$ cat config.mk
export PLATFORM = sky130hd
export DESIGN_NAME = multicycle_controller
export DESIGN_NICKNAME = d
export VERILOG_FILES = /design/src/rtl/mc_pkg.sv /design/src/rtl/mc_decode.sv /design/src/rtl/multicycle_controller.sv
export SDC_FILE = /design/constraint.sdc
export NUM_CORES = 1
export LEC_CHECK = 0
export ABC_CLOCK_PERIOD_IN_PS = 3200
export CORE_MARGIN = 10
export CORE_UTILIZATION = 37
export CTS_BUF_LIST = sky130_fd_sc_hd__clkbuf_8
export CTS_CLUSTER_SIZE = 24
export DETAILED_ROUTE_END_ITERATION = 16
export PLACE_DENSITY = 0.74
export SYNTH_ARGS = -nofsm -noshare
export SYNTH_HDL_FRONTEND = slang
export SYNTH_SLANG_ARGS = --single-unit
$ cat constraint.sdc
create_clock -name clk -period 3.2 [get_ports clk]
set_input_delay 0.64 -clock clk [delete_from_list [all_inputs] [get_ports clk]]
set_output_delay 0.64 -clock clk [all_outputs]
set_load 0.1 [all_outputs]
$ cat src/rtl/mc_pkg.sv
// Shared definitions for the multi-cycle MIPS control FSM: state encoding,
// opcode/funct values, mux select encodings and the packed control bundle.
package mc_pkg;

    typedef enum logic [3:0] {
        ST_FETCH    = 4'd0,
        ST_DECODE   = 4'd1,
        ST_MEM_ADDR = 4'd2,
        ST_MEM_RD   = 4'd3,
        ST_MEM_WR   = 4'd4,
        ST_WB_MEM   = 4'd5,
        ST_EXEC_R   = 4'd6,
        ST_WB_R     = 4'd7,
        ST_EXEC_I   = 4'd8,
        ST_WB_I     = 4'd9,
        ST_BRANCH   = 4'd10,
        ST_JUMP     = 4'd11,
        ST_JR       = 4'd12,
        ST_ILLEGAL  = 4'd13
    } state_t;

    localparam logic [5:0] OP_RTYPE = 6'h00;
    localparam logic [5:0] OP_J     = 6'h02;
    localparam logic [5:0] OP_JAL   = 6'h03;
    localparam logic [5:0] OP_BEQ   = 6'h04;
    localparam logic [5:0] OP_BNE   = 6'h05;
    localparam logic [5:0] OP_ADDI  = 6'h08;
    localparam logic [5:0] OP_ADDIU = 6'h09;
    localparam logic [5:0] OP_SLTI  = 6'h0a;
    localparam logic [5:0] OP_SLTIU = 6'h0b;
    localparam logic [5:0] OP_ANDI  = 6'h0c;
    localparam logic [5:0] OP_ORI   = 6'h0d;
    localparam logic [5:0] OP_LUI   = 6'h0f;
    localparam logic [5:0] OP_LW    = 6'h23;
    localparam logic [5:0] OP_SW    = 6'h2b;

    localparam logic [5:0] FN_SLL   = 6'h00;
    localparam logic [5:0] FN_SRL   = 6'h02;
    localparam logic [5:0] FN_SRA   = 6'h03;
    localparam logic [5:0] FN_SLLV  = 6'h04;
    localparam logic [5:0] FN_SRLV  = 6'h06;
    localparam logic [5:0] FN_SRAV  = 6'h07;
    localparam logic [5:0] FN_JR    = 6'h08;
    localparam logic [5:0] FN_JALR  = 6'h09;
    localparam logic [5:0] FN_ADD   = 6'h20;
    localparam logic [5:0] FN_ADDU  = 6'h21;
    localparam logic [5:0] FN_SUB   = 6'h22;
    localparam logic [5:0] FN_SUBU  = 6'h23;
    localparam logic [5:0] FN_AND   = 6'h24;
    localparam logic [5:0] FN_OR    = 6'h25;
    localparam logic [5:0] FN_XOR   = 6'h26;
    localparam logic [5:0] FN_NOR   = 6'h27;
    localparam logic [5:0] FN_SLT   = 6'h2a;
    localparam logic [5:0] FN_SLTU  = 6'h2b;

    localparam logic [2:0] CLS_LW      = 3'd0;
    localparam logic [2:0] CLS_SW      = 3'd1;
    localparam logic [2:0] CLS_RTYPE   = 3'd2;
    localparam logic [2:0] CLS_JR      = 3'd3;
    localparam logic [2:0] CLS_BRANCH  = 3'd4;
    localparam logic [2:0] CLS_JUMP    = 3'd5;
    localparam logic [2:0] CLS_IMM     = 3'd6;
    localparam logic [2:0] CLS_ILLEGAL = 3'd7;

    localparam logic [1:0] PCSRC_ALU    = 2'b00;
    localparam logic [1:0] PCSRC_ALUOUT = 2'b01;
    localparam logic [1:0] PCSRC_JUMP   = 2'b10;
    localparam logic [1:0] PCSRC_REG    = 2'b11;

    localparam logic [1:0] REGDST_RT = 2'b00;
    localparam logic [1:0] REGDST_RD = 2'b01;
    localparam logic [1:0] REGDST_RA = 2'b10;

    localparam logic [1:0] M2R_ALUOUT = 2'b00;
    localparam logic [1:0] M2R_MDR    = 2'b01;
    localparam logic [1:0] M2R_PC     = 2'b10;

    localparam logic [1:0] SRCA_PC    = 2'b00;
    localparam logic [1:0] SRCA_REG   = 2'b01;
    localparam logic [1:0] SRCA_SHAMT = 2'b10;

    localparam logic [1:0] SRCB_REG   = 2'b00;
    localparam logic [1:0] SRCB_FOUR  = 2'b01;
    localparam logic [1:0] SRCB_IMM   = 2'b10;
    localparam logic [1:0] SRCB_BOFF  = 2'b11;

    localparam logic [1:0] ALU_ADD   = 2'b00;
    localparam logic [1:0] ALU_SUB   = 2'b01;
    localparam logic [1:0] ALU_FUNCT = 2'b10;
    localparam logic [1:0] ALU_OPC   = 2'b11;

    typedef struct packed {
        logic       pc_write;
        logic       pc_write_cond;
        logic       branch_ne;
        logic [1:0] pc_source;
        logic       iord;
        logic       mem_read;
        logic       mem_write;
        logic       ir_write;
        logic       reg_write;
        logic [1:0] reg_dst;
        logic [1:0] mem_to_reg;
        logic [1:0] alu_src_a;
        logic [1:0] alu_src_b;
        logic [1:0] alu_op;
        logic       ext_op;
        logic       lu_op;
        logic       instr_done;
        logic       illegal_op;
    } ctrl_t;

endpackage

$ cat src/rtl/mc_decode.sv
// Combinational instruction classifier: maps opcode/funct onto the FSM's
// instruction class plus the per-instruction flags used in execute states.
module mc_decode
    import mc_pkg::*;
(
    input  logic [5:0] opcode,
    input  logic [5:0] funct,
    output logic [2:0] instr_class,
    output logic       is_link,
    output logic       is_bne,
    output logic       is_shamt,
    output logic       ext_imm,
    output logic       lu_sel
);

    always_comb begin
        instr_class = CLS_ILLEGAL;
        is_link     = 1'b0;
        is_bne      = 1'b0;
        is_shamt    = 1'b0;
        ext_imm     = 1'b1;
        lu_sel      = 1'b0;
        case (opcode)
            OP_RTYPE: begin
                case (funct)
                    FN_SLL, FN_SRL, FN_SRA: begin
                        instr_class = CLS_RTYPE;
                        is_shamt    = 1'b1;
                    end
                    FN_SLLV, FN_SRLV, FN_SRAV,
                    FN_ADD, FN_ADDU, FN_SUB, FN_SUBU,
                    FN_AND, FN_OR, FN_XOR, FN_NOR,
                    FN_SLT, FN_SLTU: instr_class = CLS_RTYPE;
                    FN_JR:   instr_class = CLS_JR;
                    FN_JALR: begin
                        instr_class = CLS_JR;
                        is_link     = 1'b1;
                    end
                    default: instr_class = CLS_ILLEGAL;
                endcase
            end
            OP_LW:  instr_class = CLS_LW;
            OP_SW:  instr_class = CLS_SW;
            OP_BEQ: instr_class = CLS_BRANCH;
            OP_BNE: begin
                instr_class = CLS_BRANCH;
                is_bne      = 1'b1;
            end
            OP_J:   instr_class = CLS_JUMP;
            OP_JAL: begin
                instr_class = CLS_JUMP;
                is_link     = 1'b1;
            end
            OP_ADDI, OP_ADDIU, OP_SLTI, OP_SLTIU: instr_class = CLS_IMM;
            // logical immediates take a zero-extended operand
            OP_ANDI, OP_ORI: begin
                instr_class = CLS_IMM;
                ext_imm     = 1'b0;
            end
            OP_LUI: begin
                instr_class = CLS_IMM;
                lu_sel      = 1'b1;
            end
            default: instr_class = CLS_ILLEGAL;
        endcase
    end

endmodule

$ cat src/rtl/multicycle_controller.sv
// Multi-cycle MIPS control FSM: sequences shared memory, ALU and register file,
// holding memory states until mem_ready so one FSM serves BRAM and slow memory.
//
//  state     | meaning
//  FETCH     | read instruction at PC, PC += 4 when memory answers
//  DECODE    | read registers, precompute branch target
//  MEM_ADDR  | ALUOut = A + sext(imm)
//  MEM_RD    | load from ALUOut, wait for mem_ready
//  MEM_WR    | store to ALUOut, wait for mem_ready, then done
//  WB_MEM    | rt = MDR
//  EXEC_R    | ALU by funct
//  WB_R      | rd = ALUOut
//  EXEC_I    | ALU by opcode with immediate
//  WB_I      | rt = ALUOut
//  BRANCH    | compare A - B, conditional PC load
//  JUMP      | PC = jump target (jal links $31)
//  JR        | PC = A (jalr links rd)
//  ILLEGAL   | flag unknown instruction, no writes
module multicycle_controller
    import mc_pkg::*;
#(
    parameter bit HAS_WAIT = 1'b1
) (
    input  logic       clk,
    input  logic       reset,
    input  logic [5:0] opcode,
    input  logic [5:0] funct,
    input  logic       mem_ready,
    output logic       pc_write,
    output logic       pc_write_cond,
    output logic       branch_ne,
    output logic [1:0] pc_source,
    output logic       iord,
    output logic       mem_read,
    output logic       mem_write,
    output logic       ir_write,
    output logic       reg_write,
    output logic [1:0] reg_dst,
    output logic [1:0] mem_to_reg,
    output logic [1:0] alu_src_a,
    output logic [1:0] alu_src_b,
    output logic [1:0] alu_op,
    output logic       ext_op,
    output logic       lu_op,
    output logic       instr_done,
    output logic       illegal_op,
    output logic [3:0] state
);

    state_t     state_q;
    state_t     state_d;
    ctrl_t      ctl;
    logic       ready;
    logic [2:0] instr_class;
    logic       is_link;
    logic       is_bne;
    logic       is_shamt;
    logic       ext_imm;
    logic       lu_sel;

    assign ready = HAS_WAIT ? mem_ready : 1'b1;

    mc_decode u_decode (
        .opcode      (opcode),
        .funct       (funct),
        .instr_class (instr_class),
        .is_link     (is_link),
        .is_bne      (is_bne),
        .is_shamt    (is_shamt),
        .ext_imm     (ext_imm),
        .lu_sel      (lu_sel)
    );

    always_ff @(posedge clk) begin
        if (reset) state_q <= ST_FETCH;
        else       state_q <= state_d;
    end

    always_comb begin
        state_d = ST_FETCH;
        case (state_q)
            ST_FETCH: state_d = ready ? ST_DECODE : ST_FETCH;
            ST_DECODE: begin
                case (instr_class)
                    CLS_LW, CLS_SW: state_d = ST_MEM_ADDR;
                    CLS_RTYPE:      state_d = ST_EXEC_R;
                    CLS_JR:         state_d = ST_JR;
                    CLS_BRANCH:     state_d = ST_BRANCH;
                    CLS_JUMP:       state_d = ST_JUMP;
                    CLS_IMM:        state_d = ST_EXEC_I;
                    default:        state_d = ST_ILLEGAL;
                endcase
            end
            ST_MEM_ADDR: state_d = (instr_class == CLS_SW) ? ST_MEM_WR : ST_MEM_RD;
            ST_MEM_RD:   state_d = ready ? ST_WB_MEM : ST_MEM_RD;
            ST_MEM_WR:   state_d = ready ? ST_FETCH : ST_MEM_WR;
            ST_EXEC_R:   state_d = ST_WB_R;
            ST_EXEC_I:   state_d = ST_WB_I;
            default:     state_d = ST_FETCH;
        endcase
    end

    // Reset forces every control line low so a half-finished access is dropped.
    always_comb begin
        ctl = '0;
        if (!reset) begin
            case (state_q)
                ST_FETCH: begin
                    ctl.mem_read  = 1'b1;
                    ctl.alu_src_b = SRCB_FOUR;
                    ctl.alu_op    = ALU_ADD;
                    ctl.pc_source = PCSRC_ALU;
                    ctl.ir_write  = ready;
                    ctl.pc_write  = ready;
                end
                ST_DECODE: begin
                    ctl.alu_src_b = SRCB_BOFF;
                    ctl.alu_op    = ALU_ADD;
                    ctl.ext_op    = 1'b1;
                end
                ST_MEM_ADDR: begin
                    ctl.alu_src_a = SRCA_REG;
                    ctl.alu_src_b = SRCB_IMM;
                    ctl.ext_op    = 1'b1;
                    ctl.alu_op    = ALU_ADD;
                end
                ST_MEM_RD: begin
                    ctl.iord     = 1'b1;
                    ctl.mem_read = 1'b1;
                end
                ST_MEM_WR: begin
                    ctl.iord       = 1'b1;
                    ctl.mem_write  = 1'b1;
                    ctl.instr_done = ready;
                end
                ST_WB_MEM: begin
                    ctl.reg_write  = 1'b1;
                    ctl.reg_dst    = REGDST_RT;
                    ctl.mem_to_reg = M2R_MDR;
                    ctl.instr_done = 1'b1;
                end
                ST_EXEC_R: begin
                    ctl.alu_src_a = is_shamt ? SRCA_SHAMT : SRCA_REG;
                    ctl.alu_src_b = SRCB_REG;
                    ctl.alu_op    = ALU_FUNCT;
                end
                ST_WB_R: begin
                    ctl.reg_write  = 1'b1;
                    ctl.reg_dst    = REGDST_RD;
                    ctl.mem_to_reg = M2R_ALUOUT;
                    ctl.instr_done = 1'b1;
                end
                ST_EXEC_I: begin
                    ctl.alu_src_a = SRCA_REG;
                    ctl.alu_src_b = SRCB_IMM;
                    ctl.alu_op    = ALU_OPC;
                    ctl.ext_op    = ext_imm;
                    ctl.lu_op     = lu_sel;
                end
                ST_WB_I: begin
                    ctl.reg_write  = 1'b1;
                    ctl.reg_dst    = REGDST_RT;
                    ctl.mem_to_reg = M2R_ALUOUT;
                    ctl.instr_done = 1'b1;
                end
                ST_BRANCH: begin
                    ctl.alu_src_a     = SRCA_REG;
                    ctl.alu_src_b     = SRCB_REG;
                    ctl.alu_op        = ALU_SUB;
                    ctl.pc_write_cond = 1'b1;
                    ctl.pc_source     = PCSRC_ALUOUT;
                    ctl.branch_ne     = is_bne;
                    ctl.instr_done    = 1'b1;
                end
                ST_JUMP: begin
                    ctl.pc_write   = 1'b1;
                    ctl.pc_source  = PCSRC_JUMP;
                    ctl.reg_write  = is_link;
                    ctl.reg_dst    = is_link ? REGDST_RA : REGDST_RT;
                    ctl.mem_to_reg = is_link ? M2R_PC : M2R_ALUOUT;
                    ctl.instr_done = 1'b1;
                end
                ST_JR: begin
                    ctl.pc_write   = 1'b1;
                    ctl.pc_source  = PCSRC_REG;
                    ctl.reg_write  = is_link;
                    ctl.reg_dst    = is_link ? REGDST_RD : REGDST_RT;
                    ctl.mem_to_reg = is_link ? M2R_PC : M2R_ALUOUT;
                    ctl.instr_done = 1'b1;
                end
                ST_ILLEGAL: begin
                    ctl.illegal_op = 1'b1;
                    ctl.instr_done = 1'b1;
                end
                default: ctl = '0;
            endcase
        end
    end

    assign pc_write      = ctl.pc_write;
    assign pc_write_cond = ctl.pc_write_cond;
    assign branch_ne     = ctl.branch_ne;
    assign pc_source     = ctl.pc_source;
    assign iord          = ctl.iord;
    assign mem_read      = ctl.mem_read;
    assign mem_write     = ctl.mem_write;
    assign ir_write      = ctl.ir_write;
    assign reg_write     = ctl.reg_write;
    assign reg_dst       = ctl.reg_dst;
    assign mem_to_reg    = ctl.mem_to_reg;
    assign alu_src_a     = ctl.alu_src_a;
    assign alu_src_b     = ctl.alu_src_b;
    assign alu_op        = ctl.alu_op;
    assign ext_op        = ctl.ext_op;
    assign lu_op         = ctl.lu_op;
    assign instr_done    = ctl.instr_done;
    assign illegal_op    = ctl.illegal_op;
    assign state         = state_q;

endmodule

==> Word level (Yosys, flattened, before mapping) <==
Index checks and enable logic that the tools add are counted.
{ "op_classes": {"eq_ne": 49, "n_mux": 33, "n_reduce_logical": 18} }
{ "ops": {"columns": ["cell", "count"], "rows": [
  ["== test 6 bit (second input constant)", 12],
  ["== test 6 x 4 -> 1 bit (second input constant)", 9],
  ["one-hot mux 4 bit (6 select lines)", 2],
  ["== test 6 x 3 -> 1 bit (second input constant)", 5],
  ["one-hot mux 4 bit (7 select lines)", 1],
  ["one-hot mux 5 bit (5 select lines)", 1],
  ["== test 4 bit (second input constant)", 6],
  ["== test 6 x 2 -> 1 bit (second input constant)", 4],
  ["2-to-1 mux 24 bit", 1],
  ["one-hot mux 3 bit (6 select lines)", 1],
  ["OR reduction 2 bit", 9],
  ["== test 4 x 3 -> 1 bit (second input constant)", 4],
  ["OR reduction 16 bit", 1],
  ["2-to-1 mux 1 bit", 14],
  ["OR reduction 7 bit", 2],
  ["logical NOT 6 bit", 2],
  ["== test 3 bit (second input constant)", 3],
  ["2-to-1 mux 3 bit", 3],
  ["== test 4 x 2 -> 1 bit (second input constant)", 2],
  ["one-hot mux 1 bit (2 select lines)", 4],
  ["== test 3 x 2 -> 1 bit (second input constant)", 2],
  ["2-to-1 mux 2 bit", 3],
  ["one-hot mux 2 bit (3 select lines)", 1],
  ["one-hot mux 3 bit (2 select lines)", 1],
  ["6 further kinds", 7]
]} }
{ "word_totals": {"regBits": 4, "inputBits": 15, "out_inout_bits": 28, "elab_cells": 101} }

==> Logic depth before layout (Yosys ltp) <==
Gate-level depths: netlist (run 1).
{ "logic_depth": {"ltp_word": 8, "depth_mapped": 7, "depth_no_buf": 5} }

==> Modules after synthesis <==
A second synthesis (run 1) with hierarchy kept.
{ "hier_totals": {"hier_cells": 146, "area_unflattened_um2": 1018.5} }
{ "modules_own_cells": {"columns": ["module", "n_inst", "cells_per_inst", "area_each_um2", "seq_area_each_um2"], "rows": [
  ["multicycle_controller", 1, 104, 765.7, 80.1],
  ["mc_decode", 1, 42, 252.7, 0.0]
]} }

==> Worst setup path after synthesis (run 1) <==
No wires, ideal clock.
{ "synth_timing": {"kind": "reg2out", "startpoint": "register state_q[3] (netlist: state[3])", "endpoint": "output port branch_ne", "t_arrival_ns": 6.915, "required_ns": 2.560, "slack_ns": -4.355, "stages_incl_launch_ff": 6, "n_path_buf": 1, "path_cell_list": "dfxtp_1 -> clkbuf_1 -> nand2_1 -> nor3_1 -> nand2_1 -> nor4b_1"} }
{ "synth_between": {"elab_chain_len": 3} }
{ "synth_rtl": {"columns": ["element", "line_no", "source"], "rows": [
  ["start, declared", "multicycle_controller.sv:50", "state_t state_q;"],
  ["start signal, assigned", "multicycle_controller.sv:76", "else state_q <= state_d;"],
  ["== test 4 bit", "multicycle_controller.sv:107", "case (state_q)"],
  ["2-to-1 mux 2 bit", "multicycle_controller.sv:107", null],
  ["2-to-1 mux 24 bit", "multicycle_controller.sv:106", "if (!reset) begin"],
  ["end, declared", "multicycle_controller.sv:31", "output logic branch_ne,"]
]} }
No other way between the ends.

==> Worst setup path after layout (run 1) <==
{ "layout_timing": {"startpoint": "input port opcode[3]", "endpoint": "output port reg_write"} }
{ "layout_between": {"elab_chain_len": 4, "word_cells_on_any_way": 5, "classes_between": "eq/ne: 1; mux: 3; reduce/logical: 1"} }
{ "layout_rtl": {"columns": ["element", "line_no", "source"], "rows": [
  ["start, declared", "multicycle_controller.sv:26", "input logic [5:0] opcode,"],
  ["== test 6 x 2 -> 1 bit / logical NOT 6 bit (equally long branches)", "mc_decode.sv:23", "case (opcode)"],
  ["one-hot mux 1 bit (2 select lines) *", "mc_decode.sv:23", null],
  ["one-hot mux 5 bit (5 select lines) *", "multicycle_controller.sv:107", null],
  ["2-to-1 mux 24 bit *", "multicycle_controller.sv:106", null],
  ["end, declared", "multicycle_controller.sv:37", "output logic reg_write,"]
]} }
Mark *: on every way between the ends. The rest lies on a longest branch, timed or not.

==> results of run 1 <==
==> final timing paths <==
kind | startpoint | endpoint | cells past startpoint
setup reg to reg | state[2]$_SDFF_PP0_ | state[2]$_SDFF_PP0_ | 3
hold / removal | state[3]$_SDFF_PP0_ | state[3]$_SDFF_PP0_ | 2
hold reg to reg | state[3]$_SDFF_PP0_ | state[3]$_SDFF_PP0_ | 2
setup / recovery | opcode[3] | reg_write | 8
==> layout make-up <==
class | instances | area (sq um) | share of cell area [%]
clock buffers | 3 | 41.3 | 2.03
clock inverters | 1 | 3.75 | 0.185
inverters | 5 | 18.8 | 0.923
multi-input cells | 127 | 1070 | 52.4
flip-flops and latches | 4 | 92.6 | 4.55
well taps | 28 | 35.0 | 1.72
repair buffers | 59 | 776 | 38.2
==> cell usage in the layout, fill, tap and decap left out, types with 4 or more instances in the layout <==
| cell type | instances |
|---|---|
| nor2b_1 | 6 |
| buf_12 | 24 |
| inv_1 | 4 |
| clkdlybuf4s50_1 | 10 |
| buf_4 | 21 |
| nor3_1 | 5 |
| nor2_1 | 10 |
| nor3_4 | 8 |
| nand2b_1 | 6 |
| a21oi_1 | 9 |
| nand3b_1 | 4 |
| o21ai_0 | 10 |
| nand2_1 | 11 |
| nor4_4 | 4 |
==> logic make-up (layout without fill, tap and decap cells) <==
logic type	count (synthesis)	in the layout	synth area share, %
xor+xnor	3	3	2.89
flops	4	4	8.79
buf+inv	16	68	6.59
simple gates	89	89	57.6
compound gates	35	35	24.2
==> per-stage QoR <==
stage / cells / TNS (ps) / instance area, sq um / hold WS, ps / power, mW
after floorplan: 147 / -964 / 1200 / 806 / 1.05
after global placement: 222 / -195 / 1940 / 694 / 1.39
after detailed placement: 222 / -405 / 1940 / 705 / 1.41
after CTS: 227 / 0 / 2030 / 715 / 1.54
after global routing: 227 / 0 / 2030 / 754 / 1.61
final: 227 / 0 / 2030 / 718 / 1.54
==> where the power goes <==
| group | switching (mW) | total (mW) | internal [mW] |
|---|---|---|---|
| clock | 0.0317 | 0.114 | 0.0823 |
| sequential | 0.125 | 0.202 | 0.0776 |
| combinational | 0.834 | 1.23 | 0.394 |
==> metal layers <==
layer	share of wire [%]	wire (um)
met1	36	1550
met2	55	2370
met3	7.4	316
met4	1.3	57
met5	0	0
==> worst min-delay path: stages, from the launching register on <==
cell     delay, ps
dfxtp_4        420
xnor2_1        200
nor4b_2         50
==> repair_timing <==
action                     4_1_cts  5_1_grt
pin swaps                        5        1
hold buffers                     0        0
gates resized for setup         13        1
setup endpoints to repair        3        2
setup buffers                    1        0
==> results by group, run 1 <==
Detailed routing
  – Number of DRC violations after detailed routing: 0
  – Count of nets left with antenna violations after detail routing: 0
  – First-pass iteration count of the detailed router: 4
  – DRC violation total after the first TritonRoute iteration: 100
  – Avg Vias per Cell: 5.98
  – Routed wire per std cell: 18.9 um
  – Drt total wl: 4.30 mm
  – Vias after detailed routing: around 1.4k

Place
  – Half-perimeter wire length of the detailed placement result: 3.29 mm
  – Worst slack at placement: -284 ps
  – RD Place Congestion: 0.954
  – Buffers added on ports: 42

Floorplanning
  – Number of placement rows: 17
  – Floorplan Core Area: about 2300 sq um
  – Starting Density: ~40%
  – Count of pins on the block boundary: 43
  – Floorplan die width: 69.6 um
  – Full die area: 4850 sq um
  – Vertical die dimension: about 70 um

Synth
  – Yosys warning total: 0
  – Area contributors post-synth: dfxtp_1 (8.8%), nor3_1 (8.8%), a21oi_1 (5.5%)
  – Leading cell type by number of instances after synthesis: nor3_1
  – Most instantiated cells after synthesis: nor3_1 (16), nand2_1 (13), nor2_1 (13)
  – Share of async-settable or async-resettable flops after synthesis: 0%
  – Main flop type after synthesis: dfxtp_1
  – Post-synthesis sequential area ratio: 8.79%
  – Cell type with the highest aggregate area in the netlist: dfxtp_1
  – Synthesized Nets: 162
  – EDFF count, synth: 0
  – Share of the synthesized area in the top cell type: 8.79%
  – Post-synthesis cell area: ~910 sq um
  – Gate Count Post-Synth: 147
  – Number of synthesized register bits: 4
  – Post-synthesis average cell area: about 6.2 sq um
  – Count of different cell masters after synthesis: 40

Global route
  – Global routing usage on met3: 4.56%
  – Global-route wire length before repair: 7.02 mm
  – Met1 layer usage reported by global route: ~17%
  – Number of global-route vias before repair: 1408
  – Most used routing layer in global routing: met2
  – Pin count of the biggest net entering global routing: 22
  – Global-route usage over all layers: between 15 and 20%
  – Met2 Use GR: approximately a third
  – Antenna violations before repair: 0
  – Aggregate global routing overflow: 0

Final layout
  – Number of diodes added for antenna fixing: 0
  – Fraction of final layout cells sized beyond drive strength 1: between 40% and 50%
  – Number of flip-flops under the largest register name: 4
  – Final core area utilization: 89.3%
  – Number of nets in the finished design: 215
  – Syn-to-layout area delta: 123%
  – Fill count: 116

Timing
  – Maximum clock frequency: 319 MHz
  – Tcrit/Tclk final: 98.0%
  – RSZ-0062 raised after global routing: false
  – Number of hold violations in the final report: 0
  – Count of final setup violators: 0
  – Setup ws final: ~65 ps
  – Worst-margin pin slew: about 640 ps
  – Final number of max-transition violations: 0
  – Max transition margin: 57.4%
  – Period minus WS final: roughly 3100 ps
  – Clock tree skew after final layout: 10.1 ps

Clock tree
  – Source-to-sink clock delay at the later pin of the worst-skew pair: 230 ps
  – CTS Buf Count: 3
  – CTS Root Buffer Type: clkbuf_8
  – CTS tree: built
  – Clock Tree Buf Depth: 2
  – Clock slew at reported path FFs: 40 ps
  – H-tree levels: 1
  – Sinks on Clock Net: 4

Critical path
  – CP Capture Type: primary output
  – Required time of the worst setup path: 2560 ps
  – Kind of start point of the critical path: input port
  – Worst-case register-to-register setup slack: approximately 1400 ps
  – Class of the most critical setup path: in2out
  – CP top delay family: simple AND/OR/NAND/NOR gates
  – Number of buffer and inverter instances along the worst setup path: 3
  – Arrival time at the worst endpoint: 2490 ps
  – CP max stage cell: or4_4
  – Longest individual stage delay on the worst path: 510 ps
  – Worst-path fanout max: 4
  – Worst-path cell chain: dlygate4sd2_1 -> or4_4 -> buf_4 -> nor2_2 -> a31oi_4 -> a2111oi_4 -> or3_4 -> buf_12

Run
  – Total of max-cap violations: 0

Power
  – VDD IR-drop max: 863 uV
  – Power per standard cell area: 760 nW/um^2
  – Leakage power total: 0.736 nW

Min path
  – Hold WC Path Type: reg2reg

Outcome
  – Result of the run: complete, no violations
Power figures use the tool's default switching activity.
==> run 2: changes to the inputs <==
--- a/config.mk
+++ b/config.mk
@@ -9,6 +9,7 @@
 export CORE_MARGIN = 10
 export CORE_UTILIZATION = 37
 export CTS_BUF_LIST = sky130_fd_sc_hd__clkbuf_8
+export CTS_CLUSTER_DIAMETER = 30
 export CTS_CLUSTER_SIZE = 24
 export DETAILED_ROUTE_END_ITERATION = 16
 export PLACE_DENSITY = 0.74
==> results of run 2 <==
Same layout as run 1: the final DEF is identical, and so are final timing and power.
==> run 3: changes to the inputs <==
--- a/config.mk
+++ b/config.mk
@@ -5,14 +5,14 @@
 export SDC_FILE = /design/constraint.sdc
 export NUM_CORES = 1
 export LEC_CHECK = 0
-export ABC_CLOCK_PERIOD_IN_PS = 3200
+export ABC_CLOCK_PERIOD_IN_PS = 2800
 export CORE_MARGIN = 10
 export CORE_UTILIZATION = 37
 export CTS_BUF_LIST = sky130_fd_sc_hd__clkbuf_8
 export CTS_CLUSTER_DIAMETER = 30
 export CTS_CLUSTER_SIZE = 24
 export DETAILED_ROUTE_END_ITERATION = 16
-export PLACE_DENSITY = 0.74
+export PLACE_DENSITY = 0.76
 export SYNTH_ARGS = -nofsm -noshare
 export SYNTH_HDL_FRONTEND = slang
 export SYNTH_SLANG_ARGS = --single-unit
==> constraint.sdc (replaced) <==
create_clock -name clk -period 2.8 [get_ports clk]
set_input_delay 0.56 -clock clk [delete_from_list [all_inputs] [get_ports clk]]
set_output_delay 0.56 -clock clk [all_outputs]
set_load 0.1 [all_outputs]
==> run 3 against run 2 <==
Register-to-register slack worse by 390 ps. The flow now finishes with violations (negative setup slack). Non-clock buffer count is 5 higher. First-iteration DRC count grew to 3.1 times the previous value. Power is 20% higher. Global-route usage is 3.4 points higher. Largest power group unchanged. Sequential power is 20% higher. Combinational power is 20% higher. Clock-buffer cell count stayed put.
==> results by group, run 3 (synthesis results as in run 1) <==
Clock tree
  – Sinks on Clock Net: 4
  – CTS Root Buffer Type: clkbuf_8
  – Clock slew at reported path FFs: 30 ps
  – Source-to-sink clock delay at the later pin of the worst-skew pair: 230 ps
  – Clock Tree Buf Depth: 2
  – CTS Buf Count: 3
  – H-tree levels: 1
  – Number of hold buffers added after CTS: 0
  – CTS tree: built

Critical path
  – Worst-path fanout max: 4
  – Longest individual stage delay on the worst path: between 400 and 500 ps
  – CP Capture Type: primary output
  – Arrival time at the worst endpoint: 2350 ps
  – Worst-case register-to-register setup slack: 980 ps
  – Kind of start point of the critical path: input port
  – Required time of the worst setup path: 2240 ps
  – CP max stage cell: or4_4
  – Worst-path cell chain: clkdlybuf4s15_2 -> or4_4 -> nor4_4 -> a31oi_4 -> a2111oi_4 -> or3_4 -> buf_12
  – Class of the most critical setup path: in2out

Detailed routing
  – Drt total wl: 5.79 mm
  – Count of nets left with antenna violations after detail routing: 0
  – Routed wire per std cell: 25.0 um
  – WL met1: around 2 mm
  – Wire length on met2: 2.79 mm
  – Vias after detailed routing: 1614
  – Total met3 wirelength after detailed routing: 608 um
  – Avg Vias per Cell: 6.99
  – Highest layer used for signal routing: met4
  – Number of DRC violations after detailed routing: 0
  – DRC violation total after the first TritonRoute iteration: 310
  – First-pass iteration count of the detailed router: 6

Timing
  – Period minus WS final: approximately 2900 ps
  – Count of final setup violators: 3
  – Worst-margin pin slew: 601 ps
  – Maximum clock frequency: 344 MHz
  – Max transition margin: between 50% and 60%
  – Tcrit/Tclk final: 104%
  – Number of hold violations in the final report: 0
  – Final number of max-transition violations: 0
  – Setup ws final: -105 ps
  – Hold Worst Slack: around 730 ps
  – Setup TNS Final: -192 ps
  – Clock tree skew after final layout: around 1.3 ps
  – RSZ-0062 raised after global routing: true

Place
  – Buffers added on ports: 42
  – RD Place Congestion: roughly 0.9
  – Post-Place Cells: 226
  – Half-perimeter wire length of the detailed placement result: 3.90 mm

Final layout
  – Final core area utilization: 93.2%
  – Number of flip-flops under the largest register name: 4
  – Sequential cell area: 95.1 sq um
  – Number of diodes added for antenna fixing: 0
  – Fill count: between 70 and 80
  – Non-filler instance count after layout: between 200 and 250
  – Multi-input gate area: 1120 sq um
  – Syn-to-layout area delta: 133%
  – Most frequent cells in the layout: buf_4 (26), buf_12 (24), nor3_4 (11)
  – Number of nets in the finished design: 220
  – Most common cell after layout, fill and taps aside: buf_4
  – Fraction of final layout cells sized beyond drive strength 1: between 40% and 50%

Floorplanning
  – Vertical die dimension: just under 70 um
  – Starting Density: 40.0%
  – Floorplan die width: a little under 70 um
  – Full die area: 4850 sq um
  – Count of pins on the block boundary: 43
  – Number of placement rows: 17
  – Floorplan Core Area: 2280 sq um

Outcome
  – Failing checks: negative setup slack
  – Result of the run: finished with violations

Power
  – Sum of internal, switching and leakage power: 1.85 mW
  – Leakage power total: 0.764 nW
  – VDD IR-drop max: roughly 1000 uV
  – Power per standard cell area: 872 nW/um^2

Run
  – Total of max-cap violations: 0

Global route
  – Antenna violations before repair: 0
  – Global-route usage over all layers: 20.2%
  – Number of global-route vias before repair: 1600
  – Pin count of the biggest net entering global routing: 22
  – Aggregate global routing overflow: 0
  – Global-route wire length before repair: 8.36 mm

Min path
  – Hold WC Path Type: reg2reg
==> run 3: routing by layer <==
metal | up-vias | global-route usage [%]
li1 | 659 | -
met5 | - | 0
met2 | 167 | 34.5
met1 | 729 | 21.3
met3 | 59 | 5.85
met4 | 0 | 12.4
==> run 3: critical path: cells and delay by family <==
kind                   cells  cell delay, ps
AO/OA/AOI/OAI              2             510
buffers and inverters      2             360
AND/OR/NAND/NOR            3             900
==> run 3: power by group <==
| part | switching (mW) | internal, mW | leakage [nW] |
|---|---|---|---|
| combinational | 1.00 | 0.474 | 0.707 |
| clock | 0.0371 | 0.0922 | 0.0216 |
| sequential | 0.152 | 0.0902 | 0.0356 |
==> run 3: what timing repair did <==
action                                  4_1_cts  5_1_grt
pin swaps                                     8        4
cloned                                        0        0
endpoints found under the setup margin        6        5
buffers inserted                              3        0
gates resized for setup                      25        6
==> run 3: final timing paths <==
check | from | cells past startpoint | endpoint
setup reg to reg | state[2]$_SDFF_PP0_ | 3 | state[0]$_SDFF_PP0_
setup / recovery | opcode[4] | 7 | reg_write
hold / removal | state[3]$_SDFF_PP0_ | 2 | state[3]$_SDFF_PP0_
hold reg to reg | state[3]$_SDFF_PP0_ | 2 | state[3]$_SDFF_PP0_
==> run 3: area by class of cell <==
class                   count  share of cell area (%)
well taps                  28                    1.65
repair buffers             64                    38.3
multi-input cells         127                    52.7
clock buffers               3                    1.95
inverters                   5                   0.885
flip-flops and latches      4                    4.48
==> run 3: per-stage QoR <==
stage          area, sq um  worst slack (ps)
6_report              2120              -105
3_5_place_dp          2010              -535
4_1_cts               2090              -106
2_1_floorplan         1260              -782
3_3_place_gp          2010              -440
5_1_grt               2120              -125
==> variant (settings of run 1) <==
Change the parameter `HAS_WAIT` from 1'b1 to 1'b0.
--- a/src/rtl/multicycle_controller.sv
+++ b/src/rtl/multicycle_controller.sv
@@ -20,5 +20,5 @@
     import mc_pkg::*;
 #(
-    parameter bit HAS_WAIT = 1'b1
+    parameter bit HAS_WAIT = 1'b0
 ) (
     input  logic       clk,
Formal check against the unedited RTL: not equivalent (a bounded check fails within 4 cycles, from zero or initial values and one cycle with reset high).
==> variant against run 1 <==
Final area fell by 8.7%. Count of clock-buffer cells in the layout did not move. Total power fell by 15%. Via count fell by 7.7%. Non-clock buffer count fell by 2. Critical path type unchanged. Fmax rose by 1.2%. Global-route usage fell by 0.92 points. Synthesized area fell by 4.7%. Largest cell class unchanged. Setup slack improved by 0.038 ns. Sequential cell count did not move. Cell count fell by 6.6%. Routed wire length fell by 15%. Critical path depth fell by 1.
==> variant: results <==
[synth]
synth_nets = 152
synth_cells = 137

[clock_network]
worstSkewPairLatency_ns = 0.21

[sta]
relSlewSlack_pct = 68.7

[power_and_ir_drop]
clock_net_power_mw = 0.105
p_switching_mw = 0.826
p_leak_nw = 0.697
ir_worst_vdd_v = 0.000915

[global_route]
grt_use_met2_pct = 28.1
grt_max_degree = 21
grt_util_all_layers_pct = 15.9
met1_usage_pct = 18.9
grt_pass1_wl_um = 5910

[critical_path]
r2r_cells = 4
regToRegSetupSlack_ns = 1.54
cp_slowest_cell = "clkdlybuf4s50_1"
cp_top_family = "compound AO/OA/AOI/OAI gates"
startpoint = "funct[2]"

[final_layout]
nets = 201
drive_above_1_share_pct = 41.3

[drt]
wirelength_um = 3650
drt_pass1_iterations = 5
route.met2.wl_um = 1950

[place]
portBuffers = 41

[min_path]
holdPathEnd = "state[1]$_SDFF_PP0_"

[outcome]
status = "finished, final reports clean"
variant: cell types whose count changed in the layout (fill, tap and decap cells not counted), sizes merged, moves of 3 or more:
| cell | change |
|---|---|
| a211o | +4 |
| clkdlybuf4s50 | -5 |
| nand2 | -6 |
| nand2b | +3 |
| nand3 | +3 |
| nand3b | -4 |
| nor3 | -8 |
| nor4 | +5 |
| o21ai | -6 |
| o311ai | +3 |
| or2 | -4 |
variant: cell type report:
cell class | count | area (um^2) | share of cell area (%)
inverter | 6 | 22.5 | 1.21
timing repair buffer | 57 | 758 | 40.9
sequential | 4 | 90.1 | 4.86
tap | 28 | 35.0 | 1.89
multi-input combinational | 114 | 908 | 49.0
clock buffer | 3 | 41.3 | 2.23
variant: logic make-up (layout without fill, tap and decap cells):
group	Yosys count	after routing	share of synthesized area [%]
XOR/XNOR	1	1	1.01
flip-flops	4	4	9.22
buffers and inverters	19	66	9.08
AO/OA/AOI/OAI	39	39	31.6
multiplexers	2	2	2.31
AND/OR/NAND/NOR	72	72	46.8
